[config.mk]
export PLATFORM = sky130hd
export DESIGN_NAME = serial_sub
export DESIGN_NICKNAME = d
export VERILOG_FILES = /design/src/rtl/serial_sub_pkg.sv /design/src/rtl/serial_sub_fs.sv /design/src/rtl/serial_sub.sv
export SDC_FILE = /design/constraint.sdc
export NUM_CORES = 1
export LEC_CHECK = 0
export CORE_AREA = 2 2 67 69
export CTS_CLUSTER_DIAMETER = 60
export DETAILED_ROUTE_END_ITERATION = 16
export DIE_AREA = 0 0 69 71
export SETUP_SLACK_MARGIN = 0.5
export SYNTH_ARGS = -nofsm -noshare
export SYNTH_HDL_FRONTEND = slang
export SYNTH_SLANG_ARGS = --single-unit
[constraint.sdc]
create_clock -name clk -period 3.6 [get_ports clk]
set_clock_uncertainty 0.05 [all_clocks]
set_input_delay 1.08 -clock clk [delete_from_list [all_inputs] [get_ports clk]]
set_output_delay 1.08 -clock clk [all_outputs]
set_load 0.005 [all_outputs]
[src/rtl/serial_sub_pkg.sv]
`default_nettype none
// ============================================================================
// Module      : serial_sub_pkg
// Description : Shared state encoding and sizing helper for the bit-serial
//               subtractor.
// Revision    : 1.0 - initial release
// ============================================================================
package serial_sub_pkg;

    typedef enum logic [1:0] {
        IDLE = 2'd0,
        RUN  = 2'd1,
        DONE = 2'd2
    } state_t;

    // The bit counter must be able to hold the operand width itself.
    function automatic int cnt_width(input int width);
        return $clog2(width + 1);
    endfunction

endpackage
`default_nettype wire

[src/rtl/serial_sub_fs.sv]
`default_nettype none
// ============================================================================
// Module      : fs
// Description : One-bit combinational full subtractor (x - y - bin).
// Revision    : 1.0 - initial release
// ============================================================================
module fs (
    input  logic x,
    input  logic y,
    input  logic bin,
    output logic diff,
    output logic bout
);

    assign diff = x ^ y ^ bin;
    assign bout = (~x & y) | (~(x ^ y) & bin);

endmodule
`default_nettype wire

[src/rtl/serial_sub.sv]
`default_nettype none
// ============================================================================
// Module      : serial_sub
// Description : Bit-serial subtractor, LSB first, one bit per clock.
//               Define SERIAL_SUB_OVF_EN to add the signed overflow output.
// Revision    : 1.0 - initial release
// ============================================================================
module serial_sub
    import serial_sub_pkg::*;
#(
    parameter int WIDTH = 8
) (
    input  logic             clk,
    input  logic             rst,
    input  logic             start,
    input  logic [WIDTH-1:0] x,
    input  logic [WIDTH-1:0] y,
    output logic             busy,
    output logic             done,
    output logic [WIDTH-1:0] diff,
    output logic             borrow
`ifdef SERIAL_SUB_OVF_EN
    ,
    output logic             ovf
`endif
);

    localparam int CW = cnt_width(WIDTH);

    state_t           state;
    logic [WIDTH-1:0] a_sr;
    logic [WIDTH-1:0] b_sr;
    logic [WIDTH-1:0] res_sr;
    logic             bq;
    logic [CW-1:0]    cnt;
    logic             bit_d;
    logic             bit_b;

    fs u_fs (
        .x    (a_sr[0]),
        .y    (b_sr[0]),
        .bin  (bq),
        .diff (bit_d),
        .bout (bit_b)
    );

`ifdef SERIAL_SUB_OVF_EN
    // Operand sign bits are shifted out during RUN, so keep a copy.
    logic x_msb;
    logic y_msb;
    logic ovf_next;

    assign ovf_next = (x_msb != y_msb) && (res_sr[WIDTH-1] != x_msb);
`endif

    always_ff @(posedge clk) begin
        if (rst) begin
            state  <= IDLE;
            busy   <= 1'b0;
            done   <= 1'b0;
            diff   <= '0;
            borrow <= 1'b0;
            a_sr   <= '0;
            b_sr   <= '0;
            res_sr <= '0;
            bq     <= 1'b0;
            cnt    <= '0;
`ifdef SERIAL_SUB_OVF_EN
            ovf    <= 1'b0;
            x_msb  <= 1'b0;
            y_msb  <= 1'b0;
`endif
        end else begin
            done <= 1'b0;
            case (state)
                IDLE: begin
                    if (start) begin
                        a_sr   <= x;
                        b_sr   <= y;
                        res_sr <= '0;
                        bq     <= 1'b0;
                        cnt    <= '0;
                        busy   <= 1'b1;
                        state  <= RUN;
`ifdef SERIAL_SUB_OVF_EN
                        x_msb  <= x[WIDTH-1];
                        y_msb  <= y[WIDTH-1];
`endif
                    end
                end

                RUN: begin
                    // Result fills from the MSB end so it is aligned after WIDTH shifts.
                    res_sr <= {bit_d, res_sr[WIDTH-1:1]};
                    a_sr   <= a_sr >> 1;
                    b_sr   <= b_sr >> 1;
                    bq     <= bit_b;
                    cnt    <= cnt + 1'b1;
                    if (cnt == CW'(WIDTH - 1)) begin
                        busy  <= 1'b0;
                        state <= DONE;
                    end
                end

                DONE: begin
                    diff   <= res_sr;
                    borrow <= bq;
                    done   <= 1'b1;
                    state  <= IDLE;
`ifdef SERIAL_SUB_OVF_EN
                    ovf    <= ovf_next;
`endif
                end

                default: begin
                    busy  <= 1'b0;
                    state <= IDLE;
                end
            endcase
        end
    end

endmodule
`default_nettype wire
==> results of run 1 <==
worst paths after layout:
check / to / slack [ns] / cells past startpoint
worst min register to register: diff[0]$_SDFFE_PP0P_ / 0.41 / 2
worst max-delay path: b_sr[6]$_SDFFE_PP0P_ / 1.02 / 4
worst min-delay path: diff[0]$_SDFFE_PP0P_ / 0.41 / 2
worst max register to register: res_sr[4]$_SDFFE_PP0P_ / 1.75 / 3
power breakdown:
part | leakage (nW) | switching [W] | total, W | internal, W
Combinational | 0.345 | 0.0000417 | 0.0000857 | 0.0000440
Clock | 0.0579 | 0.000163 | 0.000367 | 0.000204
Sequential | 0.343 | 0.0000158 | 0.000500 | 0.000484
Total | 0.746 | 0.000220 | 0.000952 | 0.000732
per-layer routing:
metal / track usage [%] / up-vias
met2: 26.9 / 34
met4: 5.23 / 0
met5: 0 / -
li1: - / 678
met3: 5.41 / 4
met1: 17.9 / 632
cell type report:
| class | instances | area [um^2] |
|---|---|---|
| Fill cell | 415 | 2150 |
| Sequential cell | 42 | 841 |
| Multi-Input combinational cell | 118 | 721 |
| Timing Repair Buffer | 30 | 298 |
| Clock buffer | 5 | 68.8 |
| Tap cell | 52 | 65.1 |
| Clock inverter | 3 | 40.0 |
| Inverter | 5 | 21.3 |
kinds of logic (layout without fill, tap and decap cells):
group                    count (synthesis)  after routing
AO/OA/AOI/OAI                           69             69
XOR/XNOR                                 1              1
adder cells (fa/ha/maj)                  2              2
buffers and inverters                   19             43
flip-flops                              42             42
AND/OR/NAND/NOR                         46             46
state kept, by name, indices dropped and copies added (netlist names):
signal  flops
res_sr      8
state       2
b_sr        8
bq          1
done        1
busy        1
diff        8
cnt         4
borrow      1
a_sr        8
synthesized netlist by cell type (2+ instances only):
cell	n
nor2_1	14
nand2_1	19
o21ai_0	14
inv_1	4
a21oi_1	23
dfxtp_1	42
o2bb2ai_1	9
buf_2	4
buf_6	2
buf_4	4
a22o_1	11
a22oi_1	2
clkbuf_1	3
nand2b_1	2
o22ai_1	5
nand3_1	2
through the flow:
stage	setup WS (ns)	cells
finish	1.02	255
floorplan	1.74	179
CTS	1.03	255
global route	0.905	255
global placement	0.805	247
detailed placement	0.716	247
critical path, delay by kind of cell:
kind / cells / cell delay (ns)
buffers and inverters: 2 / 1.37
AOI/OAI and AO/OA: 2 / 0.26
==> results.json, run 1 <==
{
  "drtIter0Drc": 56,
  "synth.area.top_cells": "dfxtp_1 (50%), a21oi_1 (6.9%), a22o_1 (5.8%)",
  "design_area_um2": 2050,
  "setup-tns-final_ns": 0,
  "placed_area_um2": 1950,
  "synth_top_family_by_area": "compound AO/OA/AOI/OAI gates",
  "synth-adder-area-share_pct": 1.95,
  "synth_edf_count": 0,
  "final_layout_size_suffix_gt1_share_pct": 6.90,
  "synth_top_area_share_pct": 50.3,
  "period_share_pct": 71.8,
  "portBuffers": 29,
  "synth-seq-area-share_pct": 50.3,
  "h-tree-depth": 2,
  "wl_met3_um": 175,
  "synth_area_um2": 1670,
  "num_io_pins": 30,
  "slew_violations": 0,
  "hold_path_class": "register to register",
  "ir_drop_mv": 0.220,
  "wl_met1_mm": 1.60,
  "n_antenna_cell": 0,
  "synth_compound_area_share_pct": 27.2,
  "endpoint_kind": "register",
  "grt-ovfl-total": 0,
  "finalSetupViolCount": 0,
  "synthCells": 179,
  "cts_hold_buf": 0,
  "yosys.area_share.simple_pct": 13.4,
  "cts_setup_buffers": 0,
  "hold_viol_final": 0,
  "wl_met2_mm": 1.69,
  "cts_buffer_depth": 2,
  "cpPeakStageDelay_ns": 0.98,
  "timing.hold.ws_ns": 0.408,
  "yosys.area.top_type": "dfxtp_1",
  "die_w_um": 69,
  "vias": 1348,
  "cts_resized": 0,
  "final_common_cell": "dfxtp_1",
  "synthesis.nets": 200,
  "cpMaxStageDelayCell": "clkdlybuf4s50_1",
  "coreArea_um2": 4200,
  "drc": 0,
  "cp_max_fo": 19,
  "grt.total_usage_pct": 15.5,
  "antenna_found_initial": 0,
  "slew_headroom_pct": 47.4,
  "synthMuxAreaShare_pct": 0,
  "die_y_um": 71,
  "wl_mm": 3.51,
  "synthArstFlopShare_pct": 0,
  "ys_types": 35,
  "p_total_w": 0.000952,
  "worstSetupStartpoint": "rst",
  "viasPerCell": 5.29,
  "min_from": "diff[0]$_SDFFE_PP0P_",
  "grt_pass1_vias": 1328,
  "crit_chain": "clkdlybuf4s50_1, inv_1, o21ai_0, a21oi_1",
  "synth-seq-cells": 42,
  "post-route-min-period_ns": 2.58,
  "numCtsBuffers": 5,
  "cp.required_ns": 3.72,
  "utilization_pct": 48.9,
  "design.die.area_um2": 4900,
  "grt_max_degree": 21,
  "final_cell_mix": "dfxtp_1 (42), clkdlybuf4s50_1 (29), a21oi_1 (23)",
  "path_clk_slew_ns": 0.08,
  "critPathKind": "input pin to register",
  "syn2layout_area_growth_pct": 22.9,
  "num_rows": 24,
  "grt_pass1_wl_mm": 6.02,
  "route.top_layer_used": "met4",
  "yosysWarnings": 0,
  "worstMarginPinSlew_ns": 0.788,
  "synthFlopType": "dfxtp_1",
  "start_util_pct": 39.8,
  "antenna_left": 0,
  "power_density_nw_per_um2": 464,
  "dp_hpwl_mm": 2.42,
  "cts_sinks": 42,
  "syn_area_per_cell_um2": 9.34,
  "cp-start-kind": "input pin",
  "clk-insertion-delay-late_ns": 0.30,
  "status": "finished clean",
  "root_buffer": "clkbuf_8",
  "gp_congestion": 0.755,
  "drtPass1Iterations": 4,
  "avgRoutedWirePerCell_um": 13.8,
  "cts_tree": "done",
  "timing.rr.start": "state[0]$_SDFFE_PP0P_",
  "nNetsFinal": 223,
  "drv_cap": 0,
  "rsz0062_at_grt": "false",
  "p_leak_nw": 0.746,
  "arrival_ns": 2.70,
  "fmax_mhz": 387,
  "synth_xor_area_share_pct": 0.524
}
(Power assumes the default switching activity.)
==> inputs of run 2 (changes only) <==
==> constraint.sdc (replaced) <==
create_clock -name clk -period 2.54 [get_ports clk]
set_clock_uncertainty 0.05 [all_clocks]
set_input_delay 0.762 -clock clk [delete_from_list [all_inputs] [get_ports clk]]
set_output_delay 0.762 -clock clk [all_outputs]
set_load 0.005 [all_outputs]
==> run 2 against run 1 <==
Compared with the run above: wire length fell by 1.4%; clock-buffer cell count rose by 2; flip-flop and latch count did not move; register-to-register slack got worse by 0.88 ns; final area rose by 0.18%; critical endpoint is now busy.
==> results.json, run 2 (same netlist as run 1, synthesis figures left out) <==
{
  "dp_cells": 249,
  "grt.total_usage_pct": 15.3,
  "slew_headroom_pct": 62.9,
  "nNetsFinal": 225,
  "n_antenna_cell": 0,
  "drc": 0,
  "final_layout_size_suffix_gt1_share_pct": 7.80,
  "h-tree-depth": 2,
  "antenna_left": 0,
  "cts_setup_buffers": 0,
  "design.die.area_um2": 4900,
  "grt-ovfl-total": 0,
  "setup-tns-final_ns": 0,
  "start_util_pct": 39.8,
  "path_clk_slew_ns": 0.07,
  "die_y_um": 71,
  "vias": 1353,
  "design_area_um2": 2060,
  "crit_family": "buffers and inverters",
  "worstMarginPinSlew_ns": 0.556,
  "fmax_mhz": 517,
  "portBuffers": 29,
  "cp.required_ns": 1.73,
  "post-route-min-period_ns": 1.93,
  "cp_max_fo": 2,
  "grt_max_degree": 16,
  "grt_pass1_vias": 1370,
  "arrival_ns": 1.12,
  "wl_mm": 3.46,
  "ir_drop_mv": 0.255,
  "finalNonFillerCells": 257,
  "cp-start-kind": "register",
  "multiInputGateArea_um2": 721,
  "num_rows": 24,
  "cpPeakStageDelay_ns": 0.50,
  "crit_chain": "clkdlybuf4s50_1",
  "num_io_pins": 30,
  "regArea_um2": 841,
  "gp_congestion": 0.786,
  "antenna_found_initial": 0,
  "drtIter0Drc": 74,
  "root_buffer": "clkbuf_8",
  "final_common_cell": "dfxtp_1",
  "nFillCells": 406,
  "final_cell_mix": "dfxtp_1 (42), clkdlybuf4s50_1 (28), a21oi_1 (23)",
  "placed_area_um2": 1960,
  "coreArea_um2": 4200,
  "utilization_pct": 49.0,
  "dp_hpwl_mm": 2.47,
  "timing.hold.ws_ns": 0.404,
  "hold_path_class": "register to register",
  "slew_violations": 0,
  "cts_tree": "done",
  "drtPass1Iterations": 4,
  "endpoint_kind": "output port",
  "status": "finished clean",
  "numCtsBuffers": 5,
  "viasPerCell": 5.26,
  "avgRoutedWirePerCell_um": 13.5,
  "cpMaxStageDelayCell": "clkdlybuf4s50_1",
  "period_share_pct": 76.1,
  "power_density_nw_per_um2": 616,
  "cts_buffer_depth": 2,
  "path_buf_inv": 1,
  "syn2layout_area_growth_pct": 23.1,
  "drv_cap": 0,
  "critPathKind": "register to output port",
  "clk-insertion-delay-late_ns": 0.29,
  "die_w_um": 69,
  "p_leak_nw": 0.750,
  "finalSetupViolCount": 0,
  "hold_viol_final": 0,
  "grt_pass1_wl_mm": 6.18,
  "cts_sinks": 42,
  "rsz0062_at_grt": "false"
}
## run 2: worst paths after layout
path | from | end | slack [ns] | cells past startpoint
worst max register to register | state[0]$_SDFFE_PP0P_ | res_sr[3]$_SDFFE_PP0P_ | 0.87 | 4
worst max-delay path | busy$_SDFFE_PP0P_ | busy | 0.61 | 1
worst min-delay path | diff[3]$_SDFFE_PP0P_ | diff[3]$_SDFFE_PP0P_ | 0.40 | 2
worst min register to register | diff[3]$_SDFFE_PP0P_ | diff[3]$_SDFFE_PP0P_ | 0.40 | 2
## run 2: layout make-up
type,instances,area share [%]
flip-flops and latches,42,40.9
multi-input cells,118,35.0
repair buffers,32,15.3
clock buffers,7,4.19
well taps,52,3.16
inverters,5,1.22
clock inverters,1,0.243
## run 2: worst register-to-register path, cell delays in order, from the launching register on
cell and delay (ns):
dfxtp_1 0.43, buf_4 0.24, o21ba_4 0.28, nor2_2 0.39, a22o_1 0.22
## run 2: routing by layer
layer / part of all wire [%] / up-vias / track usage [%] / routed length [um]
met4: 0.75 / 0 / 3.92 / 26
met3: 4.7 / 4 / 4.84 / 164
met5: 0 / - / 0 / 0
met2: 50 / 37 / 27.9 / 1720
met1: 45 / 628 / 17.3 / 1540
li1: - / 684 / - / -
## run 2: what timing repair did
| action | CTS | global route |
|---|---|---|
| resized for setup | 0 | 2 |
| setup endpoints to repair | 0 | 6 |
| hold buffers | 0 | 0 |
## run 2: report_power, final
part / leakage (nW) / switching (W) / internal, W
combinational: 0.359 / 0.0000638 / 0.0000650
clock: 0.0482 / 0.000215 / 0.000219
sequential: 0.343 / 0.0000183 / 0.000686
total: 0.750 / 0.000297 / 0.000970
## run 2: per-stage QoR
step | setup WS, ns | total power (W)
2_1_floorplan | 0.998 | 0.000798
4_1_cts | 0.580 | 0.00128
5_1_grt | 0.546 | 0.00132
6_report | 0.606 | 0.00127
3_5_place_dp | 0.267 | 0.000849
3_3_place_gp | 0.359 | 0.000844
